`config.mk`:
```
export PLATFORM = sky130hd
export DESIGN_NAME = bf_agu
export DESIGN_NICKNAME = d
export VERILOG_FILES = /design/src/rtl/bf_pkg.sv /design/src/rtl/bf_idx_counter.sv /design/src/rtl/bf_agu.sv
export SDC_FILE = /design/constraint.sdc
export NUM_CORES = 1
export LEC_CHECK = 0
export ABC_AREA = 1
export CORE_AREA = 2 2 53 55
export CTS_CLUSTER_DIAMETER = 30
export DETAILED_ROUTE_END_ITERATION = 8
export DIE_AREA = 0 0 55 57
export PLACE_DENSITY = 0.67
export RECOVER_POWER = 100
export SETUP_SLACK_MARGIN = 0.5
export SYNTH_ARGS = -nofsm -noshare
export SYNTH_HDL_FRONTEND = slang
export SYNTH_SLANG_ARGS = --single-unit
```
`constraint.sdc`:
```
create_clock -name i_clk -period 1.6 [get_ports i_clk]
set_clock_uncertainty 0.2 [all_clocks]
set_input_delay 0.24 -clock i_clk [delete_from_list [all_inputs] [get_ports i_clk]]
set_output_delay 0.24 -clock i_clk [all_outputs]
set_load 0.02 [all_outputs]
```
`src/rtl/bf_pkg.sv`:
```
// Shared Bellman-Ford definitions: graph size, index widths and the controller
// state encoding that both the controller and the AGU decode.
package bf_pkg;

   localparam int BF_N_NODES = 16;
   localparam int BF_IDX_W   = 4;
   localparam int BF_CNT_W   = 5;

   typedef enum logic [1:0] {
      CTRL_IDLE = 2'b00,
      CTRL_INIT = 2'b01,
      CTRL_WAIT = 2'b10,
      CTRL_PROC = 2'b11
   } ctrl_state_e;

   typedef enum logic [1:0] {
      S_IDLE,
      S_ARM,
      S_SWEEP,
      S_DONE
   } agu_state_e;

endpackage

```
`src/rtl/bf_idx_counter.sv`:
```
// Row/col wrap counter over a square matrix; col is the fast index.
// o_last flags the {max,max} edge so the caller can close the sweep.
module bf_idx_counter #(
   parameter int IDX_W = 4
) (
   input  logic             i_clk,
   input  logic             i_rst_n,
   input  logic             i_clr,
   input  logic             i_en,
   output logic [IDX_W-1:0] o_row,
   output logic [IDX_W-1:0] o_col,
   output logic             o_last
);

   logic [IDX_W-1:0] r_row;
   logic [IDX_W-1:0] r_col;

   always_ff @(posedge i_clk or negedge i_rst_n) begin
      if (!i_rst_n) begin
         r_row <= '0;
         r_col <= '0;
      end else if (i_clr) begin
         r_row <= '0;
         r_col <= '0;
      end else if (i_en) begin
         r_col <= r_col + IDX_W'(1);
         if (&r_col) r_row <= r_row + IDX_W'(1);
      end
   end

   assign o_row  = r_row;
   assign o_col  = r_col;
   assign o_last = (&r_row) & (&r_col);

endmodule

```
`src/rtl/bf_agu.sv`:
```
// Bellman-Ford address-generation unit: walks every {row,col} edge once per sweep,
// counts committed sweeps and flags convergence to the controller.
module bf_agu
   import bf_pkg::*;
#(
   parameter int N_NODES = BF_N_NODES,
   parameter int IDX_W   = BF_IDX_W,
   parameter int CNT_W   = BF_CNT_W
) (
   input  logic               i_clk,
   input  logic               i_rst_global_n,
   input  logic [1:0]         i_ctrl_state,
   input  logic               i_read_enable,
   input  logic               i_write_enable,
   input  logic               i_relax_update,
   output logic [2*IDX_W-1:0] o_edge_addr,
   output logic               o_addr_valid,
   output logic               o_iteration_done,
   output logic               o_finish,
   output logic [CNT_W-1:0]   o_iter_count
);

   agu_state_e       r_state;
   agu_state_e       w_nxt;
   ctrl_state_e      w_ctrl;
   logic             w_start;
   logic             w_commit;
   logic             w_last;
   logic             w_cnt_clr;
   logic             w_cnt_en;
   logic             w_unused_rd;
   logic [IDX_W-1:0] w_row;
   logic [IDX_W-1:0] w_col;
   logic             r_dirty;
   logic             r_finish;
   logic             r_addr_valid;
   logic             r_iter_done;
   logic [CNT_W-1:0] r_iter;

   assign w_ctrl      = ctrl_state_e'(i_ctrl_state);
   assign w_unused_rd = i_read_enable;

   always_ff @(posedge i_clk or negedge i_rst_global_n) begin
      if (!i_rst_global_n) r_state <= S_IDLE;
      else                 r_state <= w_nxt;
   end

   // INIT restarts from anywhere; IDLE aborts any active phase
   always_comb begin
      w_nxt    = r_state;
      w_start  = 1'b0;
      w_commit = 1'b0;
      if (w_ctrl == CTRL_INIT) begin
         w_nxt   = S_ARM;
         w_start = 1'b1;
      end else if (w_ctrl == CTRL_IDLE) begin
         w_nxt = S_IDLE;
      end else begin
         case (r_state)
            S_IDLE:  w_nxt = S_IDLE;
            S_ARM:   if (w_ctrl == CTRL_PROC && !r_finish) w_nxt = S_SWEEP;
            S_SWEEP: if (w_last) w_nxt = S_DONE;
            S_DONE:  if (i_write_enable) begin
                        w_nxt    = S_ARM;
                        w_commit = 1'b1;
                     end
            default: w_nxt = S_IDLE;
         endcase
      end
   end

   assign w_cnt_en  = (r_state == S_SWEEP);
   assign w_cnt_clr = (w_nxt != S_SWEEP);

   bf_idx_counter #(.IDX_W(IDX_W)) u_idx (
      .i_clk   (i_clk),
      .i_rst_n (i_rst_global_n),
      .i_clr   (w_cnt_clr),
      .i_en    (w_cnt_en),
      .o_row   (w_row),
      .o_col   (w_col),
      .o_last  (w_last)
   );

   // The commit cycle's own relax_update still counts toward this sweep
   always_ff @(posedge i_clk or negedge i_rst_global_n) begin
      if (!i_rst_global_n) begin
         r_addr_valid <= 1'b0;
         r_iter_done  <= 1'b0;
         r_dirty      <= 1'b0;
         r_finish     <= 1'b0;
         r_iter       <= '0;
      end else begin
         r_addr_valid <= (w_nxt == S_SWEEP);
         r_iter_done  <= (w_nxt == S_DONE);
         if (w_start) begin
            r_iter   <= '0;
            r_finish <= 1'b0;
            r_dirty  <= 1'b0;
         end else if (w_commit) begin
            if (r_iter != CNT_W'(N_NODES-1)) r_iter <= r_iter + CNT_W'(1);
            r_finish <= (r_iter + CNT_W'(1) == CNT_W'(N_NODES-1)) | ~(r_dirty | i_relax_update);
            r_dirty  <= 1'b0;
         end else if ((r_state == S_SWEEP || r_state == S_DONE) && i_relax_update) begin
            r_dirty <= 1'b1;
         end
      end
   end

   assign o_edge_addr      = {w_row, w_col};
   assign o_addr_valid     = r_addr_valid;
   assign o_iteration_done = r_iter_done;
   assign o_finish         = r_finish;
   assign o_iter_count     = r_iter;

endmodule
```
==> qor.csv, run 1 <==
metric,value,unit
grt_antenna_before_repair,0,
grt_overflow_total,0,
drive_above_1_share,51.5,%
place_inst,172,
synth_top_cell_by_area,dfrtp_1,
required,1.60,ns
seq_area,487,sq um
r2r-start,o_iter_count[1],
failed_checks,negative setup slack,
hold_path.class,primary input to asynchronous set/reset pin,
cts.sinks,19,
slew_violations,0,
finalHoldViolCount,0,
cts_max_level,1,
grt_max_degree,20,
worst_slew_pin_slew,0.501,ns
diodes,0,
avgSynthCellArea,8.69,sq um
grt_pass1_wl,3730,um
grt_use_met1,18.3,%
use_met2,29.4,%
area_delta_synth_final,61.6,%
clk-insertion-delay-late,0.29,ns
synth_top_cells_by_count,"nand2_1 (25), dfrtp_1 (19), inv_1 (15), nor2_1 (14), nand3_1 (9)",
ios,23,
yosys.cell_types.count,20,
ant_nets,0,
synth.most_common_cell,nand2_1,
placed_area,0.00135,sq mm
grt.total_usage,16.0,%
fp.coreArea,0.00262,sq mm
slew_headroom,66.6,%
drt_first_pass_iters,5,
synth_cells,114,
synthFlopType,dfrtp_1,
fillCellCount,227,
worst-r2r-setup-slack,-0.009,ns
synth_edf_count,0,
final_nets,176,
yosysSeqAreaShare,48.0,%
max-clock-path-buffers,2,
instances_no_fill,194,
synth_top_area_share,48.0,%
vias,947,
wire_per_inst,12.5,um
clk_pin_slew,0.11,ns
fp.dieH,57,um
r2r-end,o_finish,
rsz0062_at_grt,true,
port_buffers,21,
worstSetupEndpointType,register,
die_x,55,um
viasPerCell,4.88,
p_leak,0.716,nW
synth-seq-cells,19,
post-route-period-util,101,%
setup_slack,-0.00854,ns
cts_tree,built,
grtUsageMet3,2.62,%
hpwlAfterDp,1700,um
start_util,37.9,%
rr_worst_depth,10,
hold_buffers,0,
setup_tns,-0.00854,ns
syn_area,991,sq um
vdd_drop_max,0.000425,V
worstPathMaxFanout,2,
cp-start-kind,register,
cellPowerDensity,505,mW/mm^2
power,809,uW
wl,2430,um
place.gp.congestion,0.728,
cts-root-buf,clkbuf_4,
worstPathArrival,1.60,ns
critPathKind,register to register,
multi_input_area,562,sq um
max_freq,622,MHz
final_util,61.2,%
ys_warn_count,0,
synth.area.top_cells,"dfrtp_1 (48%), nand2_1 (9.5%), ha_1 (6.3%)",
outcome,"finished, violations left",
fp-row-count,19,
grt.busiest_layer,met2,
die_area,0.00314,sq mm
fin_crit,1.61,ns
fin_area,0.00160,sq mm
cts_inserted_buffers,3,
drt_iter0_drc,12,
setup_violations,1,
cap_violations,0,
grt_pass1_vias,952,
syn-num-nets,126,
drc,0,
synthArstFlopShare,100,%
-- final cells by class --
type	count	share of cell area, %
tap	31	2.42
inverter	16	3.75
timing repair buffer	45	26.7
multi-input combinational	79	35.1
clock buffer	4	1.64
sequential	19	30.4
-- how the worst max path moves through the flow --
stage | endpoint | slack [ns] | cells after the start | start
final | o_finish | -0.009 | 10 | o_iter_count[1]
after global routing | o_finish | -0.09 | 10 | o_iter_count[0]
after CTS | o_finish | -0.02 | 10 | o_iter_count[0]
after detailed placement | u_idx.o_row[2] | -0.20 | 5 | i_ctrl_state[1]
after global placement | u_idx.o_row[1] | -0.11 | 5 | i_ctrl_state[1]
after floorplan | o_finish | -0.005 | 10 | o_iter_count[1]
-- report_power, final --
part / total, mW / switching (mW) / internal (mW)
clock network: 0.238 / 0.142 / 0.0969
registers: 0.494 / 0.00764 / 0.486
logic: 0.0767 / 0.0462 / 0.0305
total: 0.809 / 0.195 / 0.614
-- flip-flops by register name, indices dropped and copies added (netlist names) --
signal and flops:
o_addr_valid 1, o_finish 1, o_iter_count 5, o_iteration_done 1, r_dirty 1, r_state 2
u_idx.o_col 4, u_idx.o_row 4
-- logic make-up after synthesis --
| logic type | Yosys count | synth area share, % |
|---|---|---|
| AND/OR/NAND/NOR | 57 | 26.6 |
| flip-flops | 19 | 48.0 |
| buffers and inverters | 16 | 6.06 |
| AO/OA/AOI/OAI | 9 | 5.93 |
| XOR/XNOR | 8 | 7.07 |
| adder cells (fa/ha/maj) | 5 | 6.31 |
-- stage by stage --
stage | hold WS, ns | setup slack (ns)
2_1_floorplan | -0.256 | -0.00459
3_3_place_gp | 0.318 | -0.110
3_5_place_dp | 0.335 | -0.195
4_1_cts | 0.0798 | -0.0178
5_1_grt | 0.259 | -0.0880
6_report | 0.230 | -0.00854
-- routing by layer --
layer	wire length (um)	part of all wire (%)
met3	92	3.8
met5	0	0
met4	25	1.0
met2	1320	54
met1	988	41
-- critical path, stage by stage, from the launching register on --
cell and delay [ns]:
dfrtp_2 0.44, ha_4 0.17, nand2_2 0.05, nor2_1 0.04
ha_1 0.29, nand2_1 0.07, nor2_1 0.04, nand2_1 0.06
nand2_1 0.05, nand2_1 0.05, nand2_1 0.05
-- repair_timing --
item	CTS	global route
setup endpoints to repair	35	35
gates resized for setup	107	19
pin swaps	12	6
setup buffers	11	7
-- cells in the final DEF (no fill, tap or decap), types with 3 or more instances in the layout --
cell / instances
ha_4: 3
nand2_1: 20
clkbuf_4: 3
buf_4: 17
xor2_1: 6
inv_1: 11
o21ai_0: 3
buf_6: 22
inv_2: 5
nand2_2: 7
nand3_1: 6
dfrtp_1: 10
nor2_2: 8
nor2_1: 6
dfrtp_2: 9
Power figures use the tool's default switching activity.
==> run 2: changes to the inputs <==
CORE_AREA = 2 2 57 59   (was 2 2 53 55)
DIE_AREA = 0 0 59 61   (was 0 0 55 57)
PLACE_DENSITY = default   (was 0.67)
==> run 2 against run 1 <==
  * The flow still finishes with violations (negative setup slack)
  * Sequential share of layout area up 1.4 points
  * Largest cell class unchanged
  * Combinational power down 3.3%
  * Largest power group unchanged
  * Maximum frequency down 1.8%
  * Flip-flop and latch count unchanged
  * Final area down 4.7%
  * Clock power up 3%
==> qor.csv, run 2 (synthesized netlist as in run 1, its figures left out) <==
metric,value,unit,change
area_delta_synth_final,54.0,%,
port_buffers,21,,unchanged
drt_iter0_drc,11,,-1
diodes,0,,unchanged
largest_reg_flops,5,,unchanged
fillCellCount,313,,+38%
wire_per_inst,11.6,um,-6.9%
max_freq,611,MHz,-1.8%
fp.dieH,61,um,+7.0%
ant_nets,0,,unchanged
grt_overflow_total,0,,unchanged
setup_slack,-0.0378,ns,-0.0293 ns
cts_inserted_buffers,3,,unchanged
setup_tns,-0.252,ns,-0.244 ns
rsz0062_at_grt,true,,
grt_antenna_before_repair,0,,unchanged
grt_pass1_wl,3790,um,+1.7%
worst-r2r-setup-slack,-0.04,ns,-0.03 ns
cts_max_level,1,,unchanged
vdd_drop_max,0.000273,V,-36%
cts-root-buf,clkbuf_4,,
clk-insertion-delay-late,0.29,ns,about the same
p_leak,0.662,nW,-7.5%
drc,0,,unchanged
worstPathArrival,1.66,ns,+0.06 ns
grt_max_degree,20,,unchanged
ios,23,,unchanged
fin_crit,1.64,ns,+0.0293 ns
cellPowerDensity,531,mW/mm^2,+5.2%
place.gp.congestion,0.801,,+10%
cts.sinks,19,,unchanged
fp.coreArea,0.00295,sq mm,+13%
outcome,"finished, violations left",,
setup_violations,9,,+8
final_cell_mix,"nand2_1 (19), buf_4 (17), clkbuf_1 (14)",,
slew_headroom,67.5,%,+0.87 points
die_x,59,um,+7.3%
vias,930,,-1.8%
cts_tree,built,,
worstPathMaxFanout,9,,+7
worst_slew_pin_slew,0.488,ns,-0.0130 ns
multi_input_area,559,sq um,-0.45%
max-clock-path-buffers,2,,unchanged
final_nets,178,,+1.1%
hpwlAfterDp,1600,um,-6.0%
seq_area,485,sq um,-0.26%
hold_path.class,primary input to asynchronous set/reset pin,,
required,1.63,ns,+0.03 ns
finalHoldViolCount,0,,unchanged
drive_above_1_share,44.2,%,-7.3 points
cap_violations,0,,unchanged
failed_checks,negative setup slack,,
post-route-period-util,102,%,+1.8 points
clk_pin_slew,0.11,ns,about the same
viasPerCell,4.70,,-3.8%
slew_violations,0,,unchanged
wl,2310,um,-4.9%
layout_commonest_cell,nand2_1,,
cp-start-kind,register,,
die_area,0.00360,sq mm,+15%
fp-row-count,20,,+1
grt.total_usage,14.1,%,-1.9 points
grt_pass1_vias,910,,-4.4%
worstSetupEndpointType,register,,
final_util,51.7,%,-9.5 points
start_util,33.6,%,-4.3 points
drt_first_pass_iters,4,,-1
critPathKind,register to register,,
==> run 2: power breakdown <==
group          internal [mW]  total [mW]  switching [mW]
combinational         0.0297      0.0742          0.0446
clock                 0.0969       0.244           0.147
sequential             0.486       0.493         0.00688
==> run 2: worst max-delay path, stage by stage, from the launching register on <==
cell and delay [ns]:
dfrtp_2 0.43, ha_2 0.20, nand2_2 0.06, nor2_2 0.03
nand2_1 0.07, nand2_2 0.04, nand3_1 0.17, nand3_4 0.22
nor2_1 0.14
==> run 2: cell type report <==
cell class                      instances  share of cell area (%)
Multi-Input combinational cell         79                    36.6
Sequential cell                        19                    31.8
Timing Repair Buffer                   47                    23.2
Inverter                               16                    3.93
Tap cell                               33                    2.70
Clock buffer                            4                    1.72
==> run 2: worst paths after layout <==
path	start	end	cells past startpoint
max in group asynchronous	i_rst_global_n	r_state[0]	2
min in group i_clk	i_ctrl_state[1]	r_state[1]	3
min reg2reg	r_dirty	r_dirty	1
min	i_rst_global_n	o_iter_count[0]	2
max	u_idx.o_row[0]	u_idx.o_col[3]	8
max reg2reg	u_idx.o_row[0]	u_idx.o_col[3]	8
==> run 2: repair_timing <==
item | 4_1_cts | 5_1_grt
setup endpoints to repair | 35 | 35
buffers inserted | 13 | 4
hold buffers | 0 | 0
cloned | 0 | 0
resized for setup | 107 | 23
pin swaps | 4 | 7
==> run 2: routing by layer <==
metal  share of wire (%)  global-route usage [%]
met5                   0                       0
met4                0.48                    5.84
met3                 3.5                    2.35
met2                  53                    27.6
met1                  43                    14.9
==> run 2: through the flow <==
step | total power [mW] | instances | worst slack, ns | hold WS [ns] | instance area [sq um]
after floorplan | 0.533 | 114 | -0.00459 | -0.256 | 1060
after global placement | 0.576 | 177 | -0.0966 | 0.323 | 1380
after detailed placement | 0.577 | 177 | -0.142 | 0.327 | 1380
after CTS | 0.831 | 194 | -0.0219 | 0.0764 | 1550
after global routing | 0.853 | 198 | -0.160 | 0.235 | 1530
final | 0.811 | 198 | -0.0378 | 0.229 | 1530
==> run 3: changes to the inputs <==
CTS_BUF_LIST = sky130_fd_sc_hd__clkbuf_8   (was default)
==> run 3 against run 2 <==
  * The run still ends with negative setup slack left
  * First-iteration DRC count increased by 36%
  * Routed wire length grew 0.87%
  * Non-clock buffer count is 4 lower
  * Worst setup slack gained 0.022 ns
  * Clock power increased by 34%
  * Register-to-register slack better by 0.02 ns
  * Sequential power barely moved
  * Maximum frequency is 1.4% higher
  * Final area increased by 0.57%
  * Utilization increased by 0.30 points
  * Critical path type unchanged
==> qor.csv, run 3 (synthesized netlist as in run 1, its figures left out) <==
metric,value,unit,change
clockPowerShare,36.6,%,+6.6 points
rsz0062_at_grt,true,,
diodes,0,,unchanged
grt.total_usage,13.8,%,-0.31 points
worstPathMaxFanout,9,,unchanged
multi_input_area,572,sq um,+2.2%
whs,0.279,ns,+0.0498 ns
cp-start-kind,register,,
required,1.58,ns,-0.05 ns
area_delta_synth_final,54.9,%,
post-route-period-util,101,%,-1.4 points
grt_max_degree,20,,unchanged
layout_commonest_cell,nand2_1,,
ios,23,,unchanged
seq_area,487,sq um,+0.26%
fp.dieH,61,um,unchanged
hpwlAfterDp,1600,um,unchanged
setup_violations,7,,-2
slew_headroom,67.5,%,about the same
switchingPower,210,uW,+6.0%
die_area,0.00360,sq mm,unchanged
drive_above_1_share,42.9,%,-1.4 points
place_inst,177,,unchanged
setup_slack,-0.0158,ns,+0.0220 ns
fp-row-count,20,,unchanged
grt_antenna_before_repair,0,,unchanged
wl,2330,um,+0.87%
grt_pass1_vias,914,,+0.44%
fin_crit,1.62,ns,-0.0220 ns
vdd_drop_max,0.000325,V,+19%
p_comb_share,8.4,%,-0.7 points
vias,925,,-0.54%
fillCellCount,306,,-2.2%
max-clock-path-buffers,2,,unchanged
drc,0,,unchanged
setup_tns,-0.0550,ns,+0.197 ns
ant_nets,0,,unchanged
final_nets,174,,-2.2%
largest_reg_flops,5,,unchanged
p_int,686,uW,+12%
start_util,33.6,%,unchanged
drt_iter0_drc,15,,+4
worst_slew_pin_slew,0.487,ns,-0.000488 ns
clk_pin_slew,0.07,ns,-0.04 ns
pre_cts_ws,-0.142,ns,unchanged
worstSetupEndpointType,register,,
cts-root-buf,clkbuf_8,,
switching_share,23.4,%,-1.0 points
hold_path.class,primary input to asynchronous set/reset pin,,
clk-insertion-delay-late,0.25,ns,-0.04 ns
seqPwrFrac,55.0,%,-5.8 points
cts_max_level,1,,unchanged
fp.coreArea,0.00295,sq mm,unchanged
port_buffers,21,,unchanged
cts_tree,built,,
grt_pass1_wl,3750,um,-0.92%
finalHoldViolCount,0,,unchanged
p_leak,0.660,nW,-0.27%
viasPerCell,4.77,,+1.5%
critPathKind,register to register,,
outcome,"finished, violations left",,
cellPowerDensity,584,mW/mm^2,+9.9%
cts.sinks,19,,unchanged
wire_per_inst,12.0,um,+2.9%
slew_violations,0,,unchanged
max_freq,619,MHz,+1.4%
final_cell_mix,"nand2_1 (20), clkbuf_1 (12), buf_6 (12), buf_4 (12), inv_1 (11)",,
instances_no_fill,194,,-2.0%
place.gp.congestion,0.801,,unchanged
grt_overflow_total,0,,unchanged
drt_first_pass_iters,4,,unchanged
cts_inserted_buffers,3,,unchanged
worstPathArrival,1.59,ns,-0.07 ns
cap_violations,0,,unchanged
die_x,59,um,unchanged
failed_checks,negative setup slack,,
==> run 3: cell count changes in the layout (fill, tap and decap cells not counted), moves of 2 or more <==
cell / before / now
clkbuf_1: 14 / 12
clkbuf_4: 3 / 0
clkdlybuf4s50_1: 3 / 1
clkbuf_8: 0 / 3
buf_4: 17 / 12
dlygate4sd2_1: 1 / 4
nand2_2: 8 / 6
==> run 3: worst paths after layout <==
check                           startpoint              to  slack [ns]  cells past startpoint
setup / recovery            u_idx.o_row[0]  u_idx.o_col[0]       -0.02                      8
max in group asynchronous   i_rst_global_n  u_idx.o_col[1]        0.56                      2
hold / removal              i_rst_global_n  u_idx.o_col[3]        0.28                      2
min in group i_clk         i_ctrl_state[1]      r_state[1]        0.29                      3
hold reg to reg                    r_dirty         r_dirty        0.34                      1
setup reg to reg            u_idx.o_row[0]  u_idx.o_col[0]       -0.02                      8
==> run 3: timing repair <==
| item | CTS | global route |
|---|---|---|
| setup buffers | 11 | 2 |
| resized for setup | 110 | 26 |
| pin swaps | 3 | 2 |
| setup endpoints to repair | 35 | 35 |
| hold buffers | 0 | 0 |
==> run 3: per-stage QoR <==
step / util [%] / power [mW] / area (sq um)
final: 52.0 / 0.896 / 1540
after CTS: 52.7 / 0.911 / 1560
after detailed placement: 46.7 / 0.577 / 1380
after global routing: 52.0 / 0.935 / 1540
after global placement: 46.7 / 0.576 / 1380
after floorplan: - / 0.533 / 1060
==> run 3: power by group through the flow <==
stage | Sequential [mW] | Clock (mW) | Combinational [mW]
finish | 0.493 | 0.328 | 0.0750
detailed placement | 0.501 | 0 | 0.0760
floorplan | 0.503 | 0 | 0.0300
global placement | 0.501 | 0 | 0.0747
CTS | 0.492 | 0.342 | 0.0775
global route | 0.494 | 0.356 | 0.0847
==> run 3: layout make-up <==
class	instances	share of cell area, %
Clock inverter	1	0.244
Clock buffer	3	2.69
Timing Repair Buffer	43	21.5
Inverter	16	3.91
Tap cell	33	2.69
Sequential cell	19	31.7
Multi-Input combinational cell	79	37.2
==> run 3: worst max-delay path: stages (launching register included) <==
cell     delay (ns)
dfrtp_2        0.43
ha_4           0.17
nand2_2        0.05
nor2_2         0.03
nand2_1        0.07
nand2_2        0.04
nand3_1        0.18
nand3_4        0.23
nor2_1         0.14
==> run 3: metal layers <==
layer / track usage, % / share of wire, % / routed length (um) / vias to the layer above
met2: 27.8 / 54 / 1250 / 14
li1: - / - / - / 456
met3: 2.35 / 3.7 / 85 / 2
met4: 3.90 / 0.34 / 8 / 0
met1: 14.6 / 42 / 981 / 453
met5: 0 / 0 / 0 / -
